--- config.mk ---
export PLATFORM = sky130hd
export DESIGN_NAME = decode_stage
export DESIGN_NICKNAME = d
export VERILOG_FILES = /design/src/rtl/cpu_define.sv /design/src/rtl/decode_comb.sv /design/src/rtl/decode_stage.sv
export SDC_FILE = /design/constraint.sdc
export NUM_CORES = 1
export LEC_CHECK = 0
export BUFFER_PORTS_ARGS = -buffer_cell sky130_fd_sc_hd__buf_2
export CAP_MARGIN = 10
export CORE_AREA = 2 2 103 105
export DETAILED_ROUTE_END_ITERATION = 8
export DIE_AREA = 0 0 105 107
export GPL_TIMING_DRIVEN = 0
export PLACE_DENSITY_LB_ADDON = 0.2
export SYNTH_ARGS = -nofsm -noshare
export SYNTH_HDL_FRONTEND = slang
export SYNTH_SLANG_ARGS = --single-unit
--- constraint.sdc ---
create_clock -name clk -period 4.47 [get_ports clk]
set_input_delay 0.894 -clock clk [delete_from_list [all_inputs] [get_ports clk]]
set_output_delay 0.894 -clock clk [all_outputs]
set_load 0.1 [all_outputs]
--- src/rtl/cpu_define.sv ---
// cpu_define: definitions shared by the decode slice.
//   - micro-op codes (op_e), including OP_ILLEGAL
//   - RV32I major opcode constants
//   - dispatch unit select encoding (RS / LSB)
//   - TagBus / OPBus / RegBus default widths
package cpu_define;

  localparam int TagBus = 4;
  localparam int OPBus  = 6;
  localparam int RegBus = 5;

  // Dispatch target unit
  localparam logic UNIT_RS  = 1'b0;  // ALU / branch / jump reservation station
  localparam logic UNIT_LSB = 1'b1;  // load-store buffer

  // RV32I major opcodes (inst[6:0])
  localparam logic [6:0] OPC_LUI    = 7'b0110111;
  localparam logic [6:0] OPC_AUIPC  = 7'b0010111;
  localparam logic [6:0] OPC_JAL    = 7'b1101111;
  localparam logic [6:0] OPC_JALR   = 7'b1100111;
  localparam logic [6:0] OPC_BRANCH = 7'b1100011;
  localparam logic [6:0] OPC_LOAD   = 7'b0000011;
  localparam logic [6:0] OPC_STORE  = 7'b0100011;
  localparam logic [6:0] OPC_OPIMM  = 7'b0010011;
  localparam logic [6:0] OPC_OP     = 7'b0110011;

  // Micro-op codes. OP_NOP (0) is the reset value of the dispatch register.
  typedef enum logic [OPBus-1:0] {
    OP_NOP = 6'd0,
    OP_LUI, OP_AUIPC, OP_JAL, OP_JALR,
    OP_BEQ, OP_BNE, OP_BLT, OP_BGE, OP_BLTU, OP_BGEU,
    OP_LB, OP_LH, OP_LW, OP_LBU, OP_LHU,
    OP_SB, OP_SH, OP_SW,
    OP_ADDI, OP_SLTI, OP_SLTIU, OP_XORI, OP_ORI, OP_ANDI,
    OP_SLLI, OP_SRLI, OP_SRAI,
    OP_ADD, OP_SUB, OP_SLL, OP_SLT, OP_SLTU, OP_XOR,
    OP_SRL, OP_SRA, OP_OR, OP_AND,
    OP_ILLEGAL
  } op_e;

endpackage

--- src/rtl/decode_comb.sv ---
// decode_comb: purely combinational RV32I decoder.
//   inst                 in  32-bit instruction word
//   op                   out micro-op code (OP_ILLEGAL for unknown encodings)
//   unit                 out 0 = RS, 1 = LSB
//   imm                  out extended immediate (0 for R-type and illegal)
//   rs1_use/rs2_use/rd_use out operand required flags
//   rs1_addr/rs2_addr/rd_addr out raw register fields of inst
//   illegal              out unknown opcode/funct3/funct7 combination
module decode_comb
  import cpu_define::*;
#(
  parameter int OP_WIDTH       = OPBus,
  parameter int REG_ADDR_WIDTH = RegBus
) (
  input  logic [31:0]               inst,
  output logic [OP_WIDTH-1:0]       op,
  output logic                      unit,
  output logic [31:0]               imm,
  output logic                      rs1_use,
  output logic                      rs2_use,
  output logic                      rd_use,
  output logic [REG_ADDR_WIDTH-1:0] rs1_addr,
  output logic [REG_ADDR_WIDTH-1:0] rs2_addr,
  output logic [REG_ADDR_WIDTH-1:0] rd_addr,
  output logic                      illegal
);

  logic [2:0]  f3;
  logic [6:0]  f7;
  logic [31:0] imm_i, imm_s, imm_b, imm_u, imm_j, imm_sh;
  op_e         op_d;

  assign f3 = inst[14:12];
  assign f7 = inst[31:25];

  assign imm_i  = {{20{inst[31]}}, inst[31:20]};
  assign imm_s  = {{20{inst[31]}}, inst[31:25], inst[11:7]};
  assign imm_b  = {{19{inst[31]}}, inst[31], inst[7], inst[30:25], inst[11:8], 1'b0};
  assign imm_u  = {inst[31:12], 12'b0};
  assign imm_j  = {{11{inst[31]}}, inst[31], inst[19:12], inst[20], inst[30:21], 1'b0};
  assign imm_sh = {27'b0, inst[24:20]};

  assign rs1_addr = REG_ADDR_WIDTH'(inst[19:15]);
  assign rs2_addr = REG_ADDR_WIDTH'(inst[24:20]);
  assign rd_addr  = REG_ADDR_WIDTH'(inst[11:7]);
  assign op       = OP_WIDTH'(op_d);

  always_comb begin
    // Anything not matched below stays OP_ILLEGAL.
    op_d    = OP_ILLEGAL;
    unit    = UNIT_RS;
    imm     = 32'b0;
    rs1_use = 1'b1;
    rs2_use = 1'b0;
    rd_use  = 1'b1;
    illegal = 1'b0;

    case (inst[6:0])
      OPC_LUI: begin
        op_d = OP_LUI; imm = imm_u; rs1_use = 1'b0;
      end
      OPC_AUIPC: begin
        op_d = OP_AUIPC; imm = imm_u; rs1_use = 1'b0;
      end
      OPC_JAL: begin
        op_d = OP_JAL; imm = imm_j; rs1_use = 1'b0;
      end
      OPC_JALR: begin
        if (f3 == 3'd0) op_d = OP_JALR;
        imm = imm_i;
      end
      OPC_BRANCH: begin
        case (f3)
          3'd0: op_d = OP_BEQ;
          3'd1: op_d = OP_BNE;
          3'd4: op_d = OP_BLT;
          3'd5: op_d = OP_BGE;
          3'd6: op_d = OP_BLTU;
          3'd7: op_d = OP_BGEU;
          default: ;
        endcase
        imm = imm_b; rs2_use = 1'b1; rd_use = 1'b0;
      end
      OPC_LOAD: begin
        case (f3)
          3'd0: op_d = OP_LB;
          3'd1: op_d = OP_LH;
          3'd2: op_d = OP_LW;
          3'd4: op_d = OP_LBU;
          3'd5: op_d = OP_LHU;
          default: ;
        endcase
        unit = UNIT_LSB; imm = imm_i;
      end
      OPC_STORE: begin
        case (f3)
          3'd0: op_d = OP_SB;
          3'd1: op_d = OP_SH;
          3'd2: op_d = OP_SW;
          default: ;
        endcase
        unit = UNIT_LSB; imm = imm_s; rs2_use = 1'b1; rd_use = 1'b0;
      end
      OPC_OPIMM: begin
        imm = imm_i;
        case (f3)
          3'd0: op_d = OP_ADDI;
          3'd2: op_d = OP_SLTI;
          3'd3: op_d = OP_SLTIU;
          3'd4: op_d = OP_XORI;
          3'd6: op_d = OP_ORI;
          3'd7: op_d = OP_ANDI;
          3'd1: begin
            imm = imm_sh;
            if (f7 == 7'h00) op_d = OP_SLLI;
          end
          3'd5: begin
            imm = imm_sh;
            if (f7 == 7'h00)      op_d = OP_SRLI;
            else if (f7 == 7'h20) op_d = OP_SRAI;
          end
          default: ;
        endcase
      end
      OPC_OP: begin
        rs2_use = 1'b1;
        case ({f7, f3})
          {7'h00, 3'd0}: op_d = OP_ADD;
          {7'h20, 3'd0}: op_d = OP_SUB;
          {7'h00, 3'd1}: op_d = OP_SLL;
          {7'h00, 3'd2}: op_d = OP_SLT;
          {7'h00, 3'd3}: op_d = OP_SLTU;
          {7'h00, 3'd4}: op_d = OP_XOR;
          {7'h00, 3'd5}: op_d = OP_SRL;
          {7'h20, 3'd5}: op_d = OP_SRA;
          {7'h00, 3'd6}: op_d = OP_OR;
          {7'h00, 3'd7}: op_d = OP_AND;
          default: ;
        endcase
      end
      default: ;
    endcase

    // Illegal micro-ops carry no operands so the RS never waits on them.
    if (op_d == OP_ILLEGAL) begin
      illegal = 1'b1;
      unit    = UNIT_RS;
      imm     = 32'b0;
      rs1_use = 1'b0;
      rs2_use = 1'b0;
      rd_use  = 1'b0;
    end
  end

endmodule

--- src/rtl/decode_stage.sv ---
// decode_stage: registered RV32I decode stage between instruction queue and
// dispatch. Decodes one instruction per cycle, allocates a ROB tag, issues
// the rename write, and holds the micro-op until the target unit accepts it.
//   clk, rst (async, active-low), rdy (global enable), flush
//   iq_valid/iq_inst/iq_pc in, iq_ready out (pop strobe)
//   rob_full/rob_tag in, rob_alloc out
//   rf_rename_en/addr/tag out (same-cycle rename of rd)
//   rs_ready/lsb_ready in; disp_* out (registered micro-op)
// Optional: define ID_ILLEGAL_TRAP_EN to dispatch illegal instructions as
// OP_ILLEGAL with a ROB tag; otherwise they are popped and dropped.
module decode_stage
  import cpu_define::*;
#(
  parameter int TAG_WIDTH      = TagBus,
  parameter int OP_WIDTH       = OPBus,
  parameter int REG_ADDR_WIDTH = RegBus
) (
  input  logic                      clk,
  input  logic                      rst,
  input  logic                      rdy,
  input  logic                      flush,
  input  logic                      iq_valid,
  input  logic [31:0]               iq_inst,
  input  logic [31:0]               iq_pc,
  output logic                      iq_ready,
  input  logic                      rob_full,
  input  logic [TAG_WIDTH-1:0]      rob_tag,
  output logic                      rob_alloc,
  output logic                      rf_rename_en,
  output logic [REG_ADDR_WIDTH-1:0] rf_rename_addr,
  output logic [TAG_WIDTH-1:0]      rf_rename_tag,
  input  logic                      rs_ready,
  input  logic                      lsb_ready,
  output logic                      disp_valid,
  output logic                      disp_unit,
  output logic [OP_WIDTH-1:0]       disp_op,
  output logic [31:0]               disp_imm,
  output logic [31:0]               disp_pc,
  output logic [TAG_WIDTH-1:0]      disp_tag,
  output logic [REG_ADDR_WIDTH-1:0] disp_rs1_addr,
  output logic [REG_ADDR_WIDTH-1:0] disp_rs2_addr,
  output logic                      disp_rs1_use,
  output logic                      disp_rs2_use,
  output logic [REG_ADDR_WIDTH-1:0] disp_rd_addr,
  output logic                      disp_rd_use
);

  // Decoded fields of the instruction at the head of the queue
  logic [OP_WIDTH-1:0]       dec_op;
  logic                      dec_unit;
  logic [31:0]               dec_imm;
  logic                      dec_rs1_use, dec_rs2_use, dec_rd_use;
  logic [REG_ADDR_WIDTH-1:0] dec_rs1, dec_rs2, dec_rd;
  logic                      dec_illegal;

  decode_comb #(
    .OP_WIDTH       (OP_WIDTH),
    .REG_ADDR_WIDTH (REG_ADDR_WIDTH)
  ) u_decode_comb (
    .inst     (iq_inst),
    .op       (dec_op),
    .unit     (dec_unit),
    .imm      (dec_imm),
    .rs1_use  (dec_rs1_use),
    .rs2_use  (dec_rs2_use),
    .rd_use   (dec_rd_use),
    .rs1_addr (dec_rs1),
    .rs2_addr (dec_rs2),
    .rd_addr  (dec_rd),
    .illegal  (dec_illegal)
  );

  // Output register
  logic                      disp_valid_reg;
  logic                      disp_unit_reg;
  logic [OP_WIDTH-1:0]       disp_op_reg;
  logic [31:0]               disp_imm_reg;
  logic [31:0]               disp_pc_reg;
  logic [TAG_WIDTH-1:0]      disp_tag_reg;
  logic [REG_ADDR_WIDTH-1:0] disp_rs1_reg, disp_rs2_reg, disp_rd_reg;
  logic                      disp_rs1_use_reg, disp_rs2_use_reg, disp_rd_use_reg;

  logic fire, slot_free, pop_ok, capture;

  assign fire      = disp_valid_reg & (disp_unit_reg ? lsb_ready : rs_ready);
  assign slot_free = ~disp_valid_reg | fire;
  // rst participates so every strobe is held low while reset is asserted.
  assign pop_ok    = rst & rdy & iq_valid & ~flush;

`ifdef ID_ILLEGAL_TRAP_EN
  // Illegal instructions flow through like any other micro-op.
  assign capture  = pop_ok & ~rob_full & slot_free;
  assign iq_ready = capture;
`else
  // Illegal instructions are discarded from the queue without waiting on the
  // ROB or the output register, since they consume neither.
  assign capture  = pop_ok & ~rob_full & slot_free & ~dec_illegal;
  assign iq_ready = capture | (pop_ok & dec_illegal);
`endif

  assign rob_alloc      = capture;
  assign rf_rename_en   = capture & dec_rd_use & (dec_rd != '0);
  assign rf_rename_addr = dec_rd;
  assign rf_rename_tag  = rob_tag;

  always_ff @(posedge clk or negedge rst) begin
    if (!rst) begin
      disp_valid_reg   <= 1'b0;
      disp_unit_reg    <= 1'b0;
      disp_op_reg      <= '0;
      disp_imm_reg     <= '0;
      disp_pc_reg      <= '0;
      disp_tag_reg     <= '0;
      disp_rs1_reg     <= '0;
      disp_rs2_reg     <= '0;
      disp_rd_reg      <= '0;
      disp_rs1_use_reg <= 1'b0;
      disp_rs2_use_reg <= 1'b0;
      disp_rd_use_reg  <= 1'b0;
    end else if (rdy) begin
      if (flush) begin
        disp_valid_reg <= 1'b0;
      end else if (capture) begin
        disp_valid_reg   <= 1'b1;
        disp_unit_reg    <= dec_unit;
        disp_op_reg      <= dec_op;
        disp_imm_reg     <= dec_imm;
        disp_pc_reg      <= iq_pc;
        disp_tag_reg     <= rob_tag;
        disp_rs1_reg     <= dec_rs1;
        disp_rs2_reg     <= dec_rs2;
        disp_rd_reg      <= dec_rd;
        disp_rs1_use_reg <= dec_rs1_use;
        disp_rs2_use_reg <= dec_rs2_use;
        disp_rd_use_reg  <= dec_rd_use;
      end else if (fire) begin
        disp_valid_reg <= 1'b0;
      end
    end
  end

  assign disp_valid    = disp_valid_reg;
  assign disp_unit     = disp_unit_reg;
  assign disp_op       = disp_op_reg;
  assign disp_imm      = disp_imm_reg;
  assign disp_pc       = disp_pc_reg;
  assign disp_tag      = disp_tag_reg;
  assign disp_rs1_addr = disp_rs1_reg;
  assign disp_rs2_addr = disp_rs2_reg;
  assign disp_rd_addr  = disp_rd_reg;
  assign disp_rs1_use  = disp_rs1_use_reg;
  assign disp_rs2_use  = disp_rs2_use_reg;
  assign disp_rd_use   = disp_rd_use_reg;

endmodule

* After elaboration in Yosys (flattened, before gate mapping)
Cells that the tools add are included.
Storage, ports and cells: bits in registers 94, output and inout port bits 106, word-level logic and storage cells 95
Cells by class: equality and inequality tests 27, muxes and demuxes 26, bitwise gates (word level) 16, reduce and logical (&&, ||, !) cells 14
Operators with widths (count):
- one-hot mux 32 bit (6 select lines) | 1
- two-way mux 32 bit | 2
- one-hot mux 6 bit (10 select lines) | 1
- one-hot mux 6 bit (9 select lines) | 1
- one-hot mux 6 bit (8 select lines) | 1
- equality test 10 x 3 -> 1 bit, second input constant | 4
- one-hot mux 6 bit (6 select lines) | 1
- one-hot mux 6 bit (5 select lines) | 1
- equality test 7 x 6 -> 1 bit, second input constant | 4
- two-way mux 6 bit | 4
- equality test 7 bit, second input constant | 3
- equality test 10 x 2 -> 1 bit, second input constant | 2
- equality test 10 x 9 -> 1 bit, second input constant | 2
- one-hot mux 6 bit (3 select lines) | 1
- equality test 7 x 5 -> 1 bit, second input constant | 2
- two-way mux 1 bit | 13
- equality test 3 bit, second input constant | 4
- bitwise AND 1 bit | 10
- equality test 10 x 1 -> 1 bit, second input constant | 1
- zero test 10 bit | 1
- OR reduction 2 bit | 5
- equality test 7 x 2 -> 1 bit, second input constant | 1
- zero test 7 bit | 1
- equality test 3 x 2 -> 1 bit, second input constant | 2
- other kinds (10) | 15

* Longest topological paths before layout
depth after elaboration 11, gate-level depth with buffers 11

* Cells and area by module
From an unflattened synthesis, not the netlist that was laid out.
Unflattened totals: cell total of the unflattened synthesis 462, area total of the unflattened synthesis 5038.6 µm²
By module, submodules not included:
- decode_stage | times used 1, cells an instance 214, area each 3608.5 µm²
- decode_comb | times used 1, cells an instance 248, area each 1430.1 µm²

* Worst setup path before layout
No wires, ideal clock.
path kind input-to-output, from in iq_inst[31], to out rf_rename_en, data arrival time 4894 ps, slack -1318 ps, stages 9, cell sequence or4_4 o41ai_2 o22ai_1 nor4_2 a2111oi_2 nand3b_4 buf_6 buf_6 nor3_1
On the way: longest elaborated chain between the ends 11, elaborated cells between the ends (all ways) 25, those cells by class 11 x eq/ne; 8 x mux; 4 x bitwise; 2 x reduce/logical
Ends and longest elaborated chain:
- from (decl) | line decode_stage.sv:23 | input logic [31:0] iq_inst,
- equality test 7 x 6 -> 1 bit | line decode_comb.sv:120 | else if (f7 == 7'h20) op_d = OP_SRAI;
- two-way mux 6 bit | line decode_comb.sv:120
- two-way mux 6 bit | line decode_comb.sv:119 | if (f7 == 7'h00) op_d = OP_SRLI;
- one-hot mux 6 bit (8 select lines) | line decode_comb.sv:106 | case (f3)
- one-hot mux 6 bit (9 select lines) (*) | line decode_comb.sv:58 | case (inst[6:0])
- equality test 6 bit (*) | line decode_comb.sv:145 | if (op_d == OP_ILLEGAL) begin
- two-way mux 1 bit | line decode_comb.sv:145
- inverter 1 bit | line decode_stage.sv:97 | assign capture = pop_ok & ~rob_full & slot_free & ~dec_illegal;
- bitwise AND 1 bit | line decode_stage.sv:97
- bitwise AND 1 bit (*) (2 in a row) | line decode_stage.sv:102 | assign rf_rename_en = capture & dec_rd_use & (dec_rd != '0);
- to (decl) | line decode_stage.sv:29 | output logic rf_rename_en,
Mark *: on every way between the ends. The rest lies on a longest branch, timed or not.

* Final worst setup path
Ends and elaborated chain as after synthesis.

==> impl_metrics.yaml <==
run_status:
  status: "finished clean"
timing:
  slew_headroom_pct: 31.0
  slew_viol_final: 0
  worst_clock_skew_ns: 0.0119
  final_hold_viol_count: 0
  setup_ws_ns: 0.124
  fin_crit_sh_pct: 97.2
  min_period_ns: 4.35
  hold_slack_ns: 0.457
  fmax_mhz: 230
  tightestPinTransition_ns: 1.03
  setup_viol_count_final: 0
setup_path:
  cp_data_arrival_time_ns: 3.45
  end_kind: "output port"
  setup.worst_path.start: "iq_inst[31]"
  crit_slowest_cell: "or4_4"
  r2r_start: "disp_unit"
  crit_family: "simple AND/OR/NAND/NOR gates"
  critPathRequiredTime_ns: 3.58
  path_class: "in -> out"
  cp_max_fo: 19
  critical-path-top-cell-by-count: "nor3_4"
  start_kind: "primary input"
  cpPeakStageDelay_ns: 0.57
  path_cells: "buf_2, or4_4, nor3_4, a31oi_1, nor4b_2, a2111oi_4, nand3b_4, buf_8, nor3_4, buf_6"
  cp_num_buf_inv: 3
clocking:
  path_clk_slew_ns: 0.11
  clk_latency_ns: 0.36
  hold_buffers: 0
  root_buffer: "clkbuf_8"
  cts_tree: "done"
  clock-sinks: 94
  clk_path_buf_depth: 2
  htree_levels: 3
  cts_inserted_buffers: 9
yosys:
  async_flop_share_pct: 100
  muxShareOfSynthArea_pct: 23.5
  synthTopCellsByArea: "dfrtp_1, mux2_2, mux2_4"
  synth_most_common_cell: "dfrtp_1"
  synth_edf_count: 0
  synth_area_per_cell_um2: 11.7
  netlist_top_cells_count: "dfrtp_1, mux2_2, mux2_4"
  synth-simple-area-share_pct: 12.5
  ys_warn_count: 0
  yosysTopAreaCell: "dfrtp_1"
  synth_xor_xnor_area_share_pct: 0.353
  ys_seq_elements: 94
  syn_area_um2: 4960
  synthCells: 424
  synth-compound-area-share_pct: 10.6
  synth_seq_area_share_pct: 47.4
  synth_ff_type: "dfrtp_1"
  yosys.area.top_type_share_pct: 47.4
  yosysUniqueCellTypes: 64
  synth-adder-area-share_pct: 0.202
  synth_top_family_by_area: "multiplexers"
  syn_nets: 500
power:
  power.density_nw_per_um2: 403
  ir_worst_vdd_mv: 0.327
  p_leak_nw: 3.61
floorplan:
  die_w_um: 105
  coreArea_um2: 10100
  initial_core_util_pct: 49.2
  die_h_um: 107
  die_area_um2: 11200
  ios: 182
  rows: 37
grt:
  grt_max_degree: 63
  grt_antenna_before_repair: 0
  track_usage_pct: 25.1
  grt_pass1_wl_um: 22000
  overflow: 0
  grt_pass1_vias: 4236
cells_and_area:
  instances_no_fill: 759
  drive_gt1_share_pct: 54.7
  diodes: 0
  final_nets: 694
  synthToLayoutAreaGrowth_pct: 29.5
placed_design:
  place_ws_ns: -0.608
  gp_congestion: 0.951
  port_buffers: 180
  dp_cells: 741
  post-dp-hpwl_um: 10600
route:
  route.antenna.remaining_nets: 0
  wl_um: 13800
  vias_per_cell: 5.50
  drc: 0
  drt-pass1-iter-count: 5
  post_drt_wl_per_cell_um: 18.2
  drt_iter0_drc: 198
  dr_total_vias: 4174
worst_hold_path:
  hp-class: "in -> async"
job:
  drv_cap: 0
## per-stage QoR
step                power [mW]  area [um2]  util, %  setup TNS [ns]
finish                    2.59        6430     63.7               0
global route              2.68        6430     63.7         -0.0560
CTS                       2.60        6360     63.0               0
detailed placement        2.05        6080     60.2           -1.59
global placement          2.03        6050     59.9           -1.89
floorplan                 1.84        4980        -               0
## layout make-up
type	instances	area (um2)
Inverter	12	45.0
Fill cell	859	3660
Tap cell	136	170
Clock buffer	9	124
Clock inverter	7	65.1
Timing Repair Buffer	184	972
Multi-Input combinational cell	281	2460
Buffer	36	238
Sequential cell	94	2350
## cell families (layout without fill, tap and decap cells)
group	count (synthesis)	after routing
and+or+nand+nor	110	110
muxes	94	94
DFF	94	94
AOI/OAI and AO/OA	74	74
buffers and inverters	49	248
xor gates and xnor gates	2	2
adders and majority gates	1	1
## what timing repair did
action	4_1_cts	5_1_grt
setup endpoints to repair	3	3
pin swaps	1	2
buffers inserted	1	2
gates resized for setup	21	17
## worst paths after layout
path	to	slack, ns	cells past startpoint
max	rf_rename_en	0.12	10
min	disp_tag[1]	0.46	1
max reg2reg	disp_imm[14]	2.52	6
max in group asynchronous	disp_pc[7]	3.35	2
min reg2reg	disp_pc[26]	0.51	1
min in group clk	disp_pc[26]	0.51	1
## placed cells by master (no fill, tap or decap), drive strengths merged, types with 3 or more instances in the layout
master | netlist | routed
buf | 29 | 211
nor2 | 26 | 26
nand2 | 26 | 26
and3 | 4 | 4
a2111oi | 6 | 6
a21oi | 21 | 21
a21o | 11 | 11
mux2 | 87 | 87
clkbuf | 8 | 18
inv | 12 | 16
nand2b | 6 | 6
a22oi | 4 | 4
or4 | 4 | 4
dfrtp | 94 | 94
nand3b | 4 | 4
nor4b | 3 | 3
nor3 | 9 | 9
o21ai | 8 | 8
nand3 | 4 | 4
mux2i | 7 | 7
clkinv | 0 | 3
or2 | 3 | 3
nor4 | 3 | 3
nor2b | 6 | 6
## layer usage
metal / GRT usage [%] / part of all wire (%) / vias up / wire [um]
li1: - / - / 1911 / -
met4: 9.24 / 2.0 / 0 / 277
met5: 0 / 0 / - / 0
met2: 39.2 / 46 / 189 / 6360
met1: 33.9 / 44 / 2054 / 6100
met3: 6.20 / 7.9 / 20 / 1090
## power breakdown
part,switching [mW],total [mW],internal [mW]
Clock,0.330,0.545,0.215
Sequential,0.0428,0.979,0.936
Combinational,0.861,1.06,0.203
Note: power is estimated with default switching activity, not from simulation.
